File: src/rtl/filter_pkg.sv
// Shared types and constants for the pixel filter pipeline (18-bit raw -> 12-bit DAC).
// Optional grayscale stage is enabled with the GRAYSCALE_EN macro in pixel_filter_pipe.
package filter_pkg;

  typedef struct packed {
    logic [5:0] r;
    logic [5:0] g;
    logic [5:0] b;
  } rgb18_t;

  typedef struct packed {
    logic [3:0] r;
    logic [3:0] g;
    logic [3:0] b;
  } rgb12_t;

  typedef enum logic [1:0] {
    SCR_RGB = 2'b00,
    SCR_GBR = 2'b01,
    SCR_BRG = 2'b10,
    SCR_RRR = 2'b11
  } scramble_e;

  localparam int PIPE_LATENCY = 3;

  // 2x2 Bayer thresholds indexed by {v[0],h[0]}
  localparam logic [1:0] BAYER2 [0:3] = '{2'd0, 2'd2, 2'd3, 2'd1};

  function automatic rgb18_t scramble(input rgb18_t p, input scramble_e sel);
    rgb18_t o;
    o = p;
    case (sel)
      SCR_RGB: o = p;
      SCR_GBR: o = '{r: p.g, g: p.b, b: p.r};
      SCR_BRG: o = '{r: p.b, g: p.r, b: p.g};
      SCR_RRR: o = '{r: p.r, g: p.r, b: p.r};
      default: o = p;
    endcase
    return o;
  endfunction

endpackage

File: src/rtl/dither_ch.sv
// One colour channel 6->4 bit reduction: truncation or 2x2 ordered dither, saturating at 15.
module dither_ch
  import filter_pkg::*;
(
  input  logic [5:0] i_c,
  input  logic [1:0] i_idx,
  input  logic       i_en,
  output logic [3:0] o_out
);

  logic [1:0] w_thr;
  logic       w_inc;

  assign w_thr = BAYER2[i_idx];
  assign w_inc = i_en && (i_c[1:0] > w_thr);

  always_comb begin
    o_out = i_c[5:2];
    if (w_inc) begin
      o_out = (i_c[5:2] == 4'hF) ? 4'hF : i_c[5:2] + 4'd1;
    end
  end

endmodule

File: src/rtl/pixel_filter_pipe.sv
// Three-stage display filter: channel scramble, optional grayscale, 2x2 ordered dither.
// Define GRAYSCALE_EN to honour gray_sw; otherwise stage 2 is a plain register stage.
module pixel_filter_pipe
  import filter_pkg::*;
#(
  parameter int LATENCY = PIPE_LATENCY
) (
  input  logic        clk,
  input  logic        reset,
  input  logic [17:0] raw_rgb,
  input  logic [10:0] h_count,
  input  logic [9:0]  v_count,
  input  logic        blank,
  input  logic        hsync,
  input  logic        vsync,
  input  logic [1:0]  scramble_sel,
  input  logic        gray_sw,
  input  logic        dither_sw,
  output logic [3:0]  vga_r,
  output logic [3:0]  vga_g,
  output logic [3:0]  vga_b,
  output logic        hsync_o,
  output logic        vsync_o
);

  logic      w_frame_start;
  scramble_e w_sel;
  logic      w_dith;

  scramble_e r_cfg_sel;
  logic      r_cfg_dith;

  rgb18_t r_s1_pix;
  logic   r_s1_h0, r_s1_v0, r_s1_blank, r_s1_hs, r_s1_vs, r_s1_dith;

  rgb18_t w_s2_in;
  rgb18_t r_s2_pix;
  logic   r_s2_h0, r_s2_v0, r_s2_blank, r_s2_hs, r_s2_vs, r_s2_dith;

  rgb12_t r_out;
  logic   r_hs_o, r_vs_o;

  // Pixel (0,0) already sees the new switch settings, so bypass the config regs there.
  assign w_frame_start = (h_count == 11'd0) && (v_count == 10'd0);
  assign w_sel  = w_frame_start ? scramble_e'(scramble_sel) : r_cfg_sel;
  assign w_dith = w_frame_start ? dither_sw : r_cfg_dith;

  always_ff @(posedge clk or negedge reset) begin
    if (!reset) begin
      r_cfg_sel  <= SCR_RGB;
      r_cfg_dith <= 1'b0;
    end else if (w_frame_start) begin
      r_cfg_sel  <= scramble_e'(scramble_sel);
      r_cfg_dith <= dither_sw;
    end
  end

  always_ff @(posedge clk or negedge reset) begin
    if (!reset) begin
      r_s1_pix   <= '0;
      r_s1_h0    <= 1'b0;
      r_s1_v0    <= 1'b0;
      r_s1_blank <= 1'b1;
      r_s1_hs    <= 1'b1;
      r_s1_vs    <= 1'b1;
      r_s1_dith  <= 1'b0;
    end else begin
      r_s1_pix   <= scramble(rgb18_t'(raw_rgb), w_sel);
      r_s1_h0    <= h_count[0];
      r_s1_v0    <= v_count[0];
      r_s1_blank <= blank;
      r_s1_hs    <= hsync;
      r_s1_vs    <= vsync;
      r_s1_dith  <= w_dith;
    end
  end

`ifdef GRAYSCALE_EN
  logic       r_cfg_gray;
  logic       r_s1_gray;
  logic       w_gray;
  logic [8:0] w_ysum;
  logic [5:0] w_y;

  assign w_gray = w_frame_start ? gray_sw : r_cfg_gray;

  always_ff @(posedge clk or negedge reset) begin
    if (!reset) begin
      r_cfg_gray <= 1'b0;
      r_s1_gray  <= 1'b0;
    end else begin
      if (w_frame_start) r_cfg_gray <= gray_sw;
      r_s1_gray <= w_gray;
    end
  end

  // Y = (2R + 5G + B) >> 3 built from shifts and adds; max sum 504 fits 9 bits.
  assign w_ysum = {2'b00, r_s1_pix.r, 1'b0}
                + {3'b000, r_s1_pix.g} + {1'b0, r_s1_pix.g, 2'b00}
                + {3'b000, r_s1_pix.b};
  assign w_y    = w_ysum[8:3];
  assign w_s2_in = r_s1_gray ? '{r: w_y, g: w_y, b: w_y} : r_s1_pix;
`else
  logic w_unused_gray;
  assign w_unused_gray = gray_sw;
  assign w_s2_in = r_s1_pix;
`endif

  always_ff @(posedge clk or negedge reset) begin
    if (!reset) begin
      r_s2_pix   <= '0;
      r_s2_h0    <= 1'b0;
      r_s2_v0    <= 1'b0;
      r_s2_blank <= 1'b1;
      r_s2_hs    <= 1'b1;
      r_s2_vs    <= 1'b1;
      r_s2_dith  <= 1'b0;
    end else begin
      r_s2_pix   <= w_s2_in;
      r_s2_h0    <= r_s1_h0;
      r_s2_v0    <= r_s1_v0;
      r_s2_blank <= r_s1_blank;
      r_s2_hs    <= r_s1_hs;
      r_s2_vs    <= r_s1_vs;
      r_s2_dith  <= r_s1_dith;
    end
  end

  logic [5:0] w_s2_ch [3];
  logic [3:0] w_dith_ch [3];

  assign w_s2_ch[0] = r_s2_pix.r;
  assign w_s2_ch[1] = r_s2_pix.g;
  assign w_s2_ch[2] = r_s2_pix.b;

  generate
    for (genvar gi = 0; gi < 3; gi++) begin : g_dith
      dither_ch u_dither_ch (
        .i_c   (w_s2_ch[gi]),
        .i_idx ({r_s2_v0, r_s2_h0}),
        .i_en  (r_s2_dith),
        .o_out (w_dith_ch[gi])
      );
    end
  endgenerate

  always_ff @(posedge clk or negedge reset) begin
    if (!reset) begin
      r_out  <= '0;
      r_hs_o <= 1'b1;
      r_vs_o <= 1'b1;
    end else begin
      r_out  <= r_s2_blank ? '0 : '{r: w_dith_ch[0], g: w_dith_ch[1], b: w_dith_ch[2]};
      r_hs_o <= r_s2_hs;
      r_vs_o <= r_s2_vs;
    end
  end

  assign vga_r   = r_out.r;
  assign vga_g   = r_out.g;
  assign vga_b   = r_out.b;
  assign hsync_o = r_hs_o;
  assign vsync_o = r_vs_o;

endmodule

File: config.mk
export PLATFORM = sky130hd
export DESIGN_NAME = pixel_filter_pipe
export DESIGN_NICKNAME = d
export VERILOG_FILES = /design/src/rtl/filter_pkg.sv /design/src/rtl/dither_ch.sv /design/src/rtl/pixel_filter_pipe.sv
export SDC_FILE = /design/constraint.sdc
export NUM_CORES = 1
export LEC_CHECK = 0
export CORE_AREA = 2 2 101 103
export DETAILED_ROUTE_END_ITERATION = 12
export DIE_AREA = 0 0 103 105
export GPL_TIMING_DRIVEN = 0
export MAX_ROUTING_LAYER = met4
export PLACE_DENSITY = 0.52
export SYNTH_ARGS = -nofsm -noshare
export SYNTH_HDL_FRONTEND = slang
export SYNTH_SLANG_ARGS = --single-unit
File: constraint.sdc
create_clock -name clk -period 2.7 [get_ports clk]
set_input_delay 0.675 -clock clk [delete_from_list [all_inputs] [get_ports clk]]
set_output_delay 0.675 -clock clk [all_outputs]
set_load 0.01 [all_outputs]
After elaboration in Yosys (flattened, before gate mapping):

Cells that the tools add are included.

* div/mod/pow operators: 0
* reduce and logical (&&, ||, !) cells: 7
* shift-type cells: 0
* add/subtract/negate cells: 3
* bitwise gates (word level): 1
* eq/ne operators: 6
* $mul: 0
* $lt $le $gt $ge: 4
* multiplexer cells: 12

Operators by type and width (number)
* 18-bit case mux with 4 select lines: 1
* 4-bit 2-to-1 mux: 6
* 4-bit by 1-bit adder with 4-bit output, second input constant: 3
* 4-bit == test, second input constant: 3
* 12-bit 2-to-1 mux: 1
* 11-bit logical NOT: 1
* 10-bit logical NOT: 1
* 2-bit > comparator: 3
* 2-bit 2-to-1 mux: 3
* 2-bit binary-select mux with 2-bit select: 1
* 2-bit == test, second input constant: 2
* 1-bit logical AND: 4
* 3-bit greater-or-equal comparator, second input constant: 1
* 2-bit inverter with 3-bit output: 1
* 2-bit by 1-bit == test with 1-bit output, second input constant: 1
* 2-bit logical NOT: 1

* latch bits: 0
* flip-flop bits (word level): 64
* output and inout bits: 14
* bits in read-only memories: 0
* bits in writable memories: 0
* input port bits: 48
* word-level logic and storage cells: 57
* memories: 0

Logic depth before layout (Yosys ltp):

* word-level depth: 8
* mapped depth: 7
* mapped depth without buffers: 7

Cells and area by module:

Synthesis repeated with hierarchy kept, for this count alone.

* cells, all modules: 244
* area, all modules: 2971.6 um^2

By module, submodules not included
* pixel_filter_pipe: area each 2449.8 um^2, seq. area each 1611.5 um^2, cells an instance 184, instances 1
* dither_ch: area each 173.9 um^2, seq. area each 0.0 um^2, cells an instance 20, instances 3

Worst setup path after synthesis:

No wires, ideal clock.

* kind: input to register
* start: input v_count[2]
* end: register r_s1_pix[0] (netlist bit)
* slack: 0.685 ns
* buffers on the path: 1
* library setup time: 0.124 ns
* cell stages on the path: 6
* arrival: 1.891 ns
* data required time: 2.576 ns
* cells stage by stage: nor4_4 nand4_2 o21ai_4 buf_6 a21oi_1 o31a_1

* cells in the longest elaborated chain, start to end: 5
* elaborated cells between the ends (all ways): 8
* classes of those cells: 3 x eq/ne; 2 x mux; 3 x reduce/logical

RTL lines
* start, declared: RTL line pixel_filter_pipe.sv:12 `input logic [9:0] v_count,`
* 10-bit logical NOT *: RTL line pixel_filter_pipe.sv:44 `assign w_frame_start = (h_count == 11'd0) && (v_count == 10'd0);`
* 1-bit logical AND *: RTL line pixel_filter_pipe.sv:44
* 2-bit 2-to-1 mux *
* 2-bit == test, or another cell as far along: RTL line filter_pkg.sv:32 `case (sel)`
* 18-bit case mux with 4 select lines *: RTL line filter_pkg.sv:32
* end signal, assigned: RTL line pixel_filter_pipe.sv:68 `r_s1_pix <= scramble(rgb18_t'(raw_rgb), w_sel);`
* end, declared: RTL line pixel_filter_pipe.sv:33 `rgb18_t r_s1_pix;`

Every way passes the cells marked *; elsewhere a longest branch is shown, timed or not.
A chain may end at the register's enable or synchronous reset.

Worst setup path in the final report:

* start: input v_count[7]
* end: register r_s1_pix[17] (netlist bit)

Same word-level chain as after synthesis.

==> results.py <==
metrics = {
    "status": {
        "status": "finished, final reports clean",
    },
    "place": {
        "dp_hpwl_mm": 4.47,
        "pre_cts_slack_ns": -0.0753,
        "place.gp.congestion": 0.823,
        "port_buffers": 60,
    },
    "drt": {
        "drt-total-wl_mm": 6.06,
        "antenna_left": 0,
        "avgViaCountPerCell": 4.64,
        "drtIter0Drc": 64,
        "wl_per_cell_um": 13.6,
        "first_pass_iters": 4,
        "drc": 0,
        "vias": 2068,
    },
    "timing": {
        "hold_violations": 0,
        "setup_viol": 0,
        "period_needed_ns": 2.39,
        "tightest_slew_ns": 0.688,
        "hold_slack_ns": 0.348,
        "period_share_pct": 88.5,
        "layout_setup_ws_ns": 0.309,
        "slew_viol_final": 0,
        "clock.fmax_mhz": 418,
        "slew_headroom_pct": 54.1,
        "fin_skew_ns": 0.0108,
        "rsz0062_at_grt": "false",
    },
    "power": {
        "p_leak_nw": 1.72,
        "p_per_area_nw_per_um2": 560,
        "max-vdd-ir-drop_mv": 0.226,
        "power.total_mw": 2.16,
    },
    "global_routing": {
        "grt_max_degree": 36,
        "grt_overflow": 0,
        "grt_pass1_wl_mm": 10.3,
        "grt_use_total_pct": 12.9,
        "antenna_found_initial": 0,
        "first_global_vias": 2098,
    },
    "floorplanning": {
        "rows": 36,
        "core-area_um2": 9640,
        "ios": 62,
        "initial_core_util_pct": 29.6,
        "die_area_um2": 10800,
        "die_x_um": 103,
        "die_h_um": 105,
    },
    "worst_hold_path": {
        "hp-class": "reg -> reg",
        "min_from": "r_s1_pix[1]$_DFF_PN0_",
    },
    "cts": {
        "htreeDepth": 3,
        "insertion_delay_ns": 0.34,
        "cts_tree": "done",
        "cts_resized": 0,
        "cts_root_buf": "clkbuf_8",
        "cts.clk_slew.worst_paths_ns": 0.07,
        "cts_max_path_buffers": 2,
        "cts_setup_buffers": 0,
        "numCtsBuffers": 9,
        "clock_sinks": 64,
        "cts_hold_buf": 0,
    },
    "worst_setup_path": {
        "crit_family": "compound AO/OA/AOI/OAI gates",
        "cp-start-kind": "primary input",
        "crit_required_ns": 2.90,
        "max_stage_delay_ns": 0.46,
        "critPathMaxFanout": 6,
        "cp-end-kind": "register",
        "rr_startpoint": "r_s2_v0$_DFF_PN0_",
        "cp_slowest_cell": "a222oi_1",
        "criticalPathCategory": "in -> reg",
        "crit_buf_inv": 2,
        "critPathLaunch": "v_count[7]",
        "cp_data_arrival_time_ns": 2.59,
        "path_cells": "clkdlybuf4s50_1 -> nor4_4 -> and4_1 -> buf_6 -> nand2_4 -> a31o_1 -> a222oi_1",
    },
    "layout": {
        "layout_common_cells": "clkdlybuf4s50_1 (59), dfrtp_1 (56), inv_1 (24)",
        "nNetsFinal": 365,
        "syn2layout_area_growth_pct": 35.2,
        "fillerInstances": 968,
        "final_common_cell": "clkdlybuf4s50_1",
        "regArea_um2": 1610,
        "antenna_cells": 0,
        "multi_input_area_um2": 1100,
        "drive_gt1_share_pct": 14.7,
        "final_util_pct": 40.0,
    },
    "logic_synthesis": {
        "ys_seq_elements": 64,
        "synth.distinct_cells": 38,
        "synth_warnings": 0,
        "synth-edff-count": 0,
        "syn_avg_cell_area_um2": 12.1,
        "synth_area_um2": 2860,
        "postSynthCellCount": 236,
        "ys_seq_area_share_pct": 56.4,
        "synthFlopType": "dfrtp_1",
        "async_flop_share_pct": 100,
        "syn_nets": 293,
    },
    "run": {
        "cap_violations": 0,
    },
}
==> power breakdown <==
group	internal, mW	switching [mW]
clock network	0.549	0.375
registers	1.01	0.0190
logic	0.120	0.0909
total	1.68	0.485
==> routing by layer <==
layer | vias to the layer above | GRT usage (%) | wire length [um]
li1 | 1002 | - | -
met1 | 977 | 17.0 | 2770
met2 | 76 | 18.6 | 2800
met3 | 13 | 2.61 | 351
met4 | 0 | 6.39 | 131
met5 | - | - | 0
==> flip-flops by register name, summed over array words and instances (netlist names) <==
| register | count |
|---|---|
| hsync_o | 1 |
| r_cfg_sel | 2 |
| r_s1_blank | 1 |
| r_s1_dith | 1 |
| r_s1_h0 | 1 |
| r_s1_hs | 1 |
| r_s1_pix | 18 |
| r_s1_v0 | 1 |
| r_s1_vs | 1 |
| r_s2_blank | 1 |
| r_s2_dith | 1 |
| r_s2_h0 | 1 |
| r_s2_hs | 1 |
| r_s2_pix | 18 |
| r_s2_v0 | 1 |
| r_s2_vs | 1 |
| vga_b | 4 |
| vga_g | 4 |
| vga_r | 4 |
| vsync_o | 1 |
==> logic make-up (layout without fill, tap and decap cells) <==
kind of cell	count (synthesis)	after routing	share of synthesized area [%]
AO/OA/AOI/OAI	65	65	17.6
XOR/XNOR	2	2	0.614
adder cells (fa/ha/maj)	9	9	3.94
buffers and inverters	31	108	5.08
flip-flops	64	64	56.4
multiplexers	1	1	0.394
AND/OR/NAND/NOR	64	64	16.0
==> worst reg2reg max path, cell delays in order, from the launching register on <==
cell and delay (ns):
dfrtp_1 0.44, xnor2_1 0.31, ha_1 0.31, nor2b_1 0.13, o211a_1 0.30, and4b_1 0.23
nor3_1 0.20
==> final timing paths <==
check                                         endpoint  depth (start not counted)  slack (ns)
worst min-delay path             r_s2_pix[1]$_DFF_PN0_                          0        0.35
max in group asynchronous            hsync_o$_DFF_PN1_                          2        1.64
worst max-delay path            r_s1_pix[17]$_DFF_PN0_                          7        0.31
worst min register to register   r_s2_pix[1]$_DFF_PN0_                          0        0.35
worst max register to register      vga_r[2]$_DFF_PN0_                          6        0.69
min in group asynchronous           vga_g[2]$_DFF_PN0_                          1        0.37
==> per-stage QoR <==
step	setup TNS [ns]	cell area [um2]	instances
2_1_floorplan	0	2860	236
3_3_place_gp	-60.40	3620	429
3_5_place_dp	-0.261	3640	430
4_1_cts	0	3860	446
5_1_grt	0	3860	446
6_report	0	3860	446
==> cell type report <==
| type | count | area share (%) |
|---|---|---|
| flip-flops and latches | 64 | 41.8 |
| multi-input cells | 141 | 28.5 |
| repair buffers | 61 | 15.9 |
| well taps | 133 | 4.31 |
| clock buffers | 12 | 3.76 |
| inverters | 24 | 2.33 |
| clock inverters | 4 | 2.01 |
| plain buffers | 7 | 1.43 |
==> Yosys cell counts (5+ instances only) <==
library cell  number  area [um2]
o31a_1            12         105
ha_1               9         113
a21o_1            12        90.1
nand3_1            7        35.0
nor2_1            10        37.5
dfstp_2            8         210
a222oi_1           6        60.1
dfrtp_1           56        1400
a311oi_1           6        52.6
inv_1             24        90.1
nor3_1             5        25.0
and3_1            15        93.8
nor2b_1            6        37.5
a21oi_1           18        90.1
(Power assumes the default switching activity.)
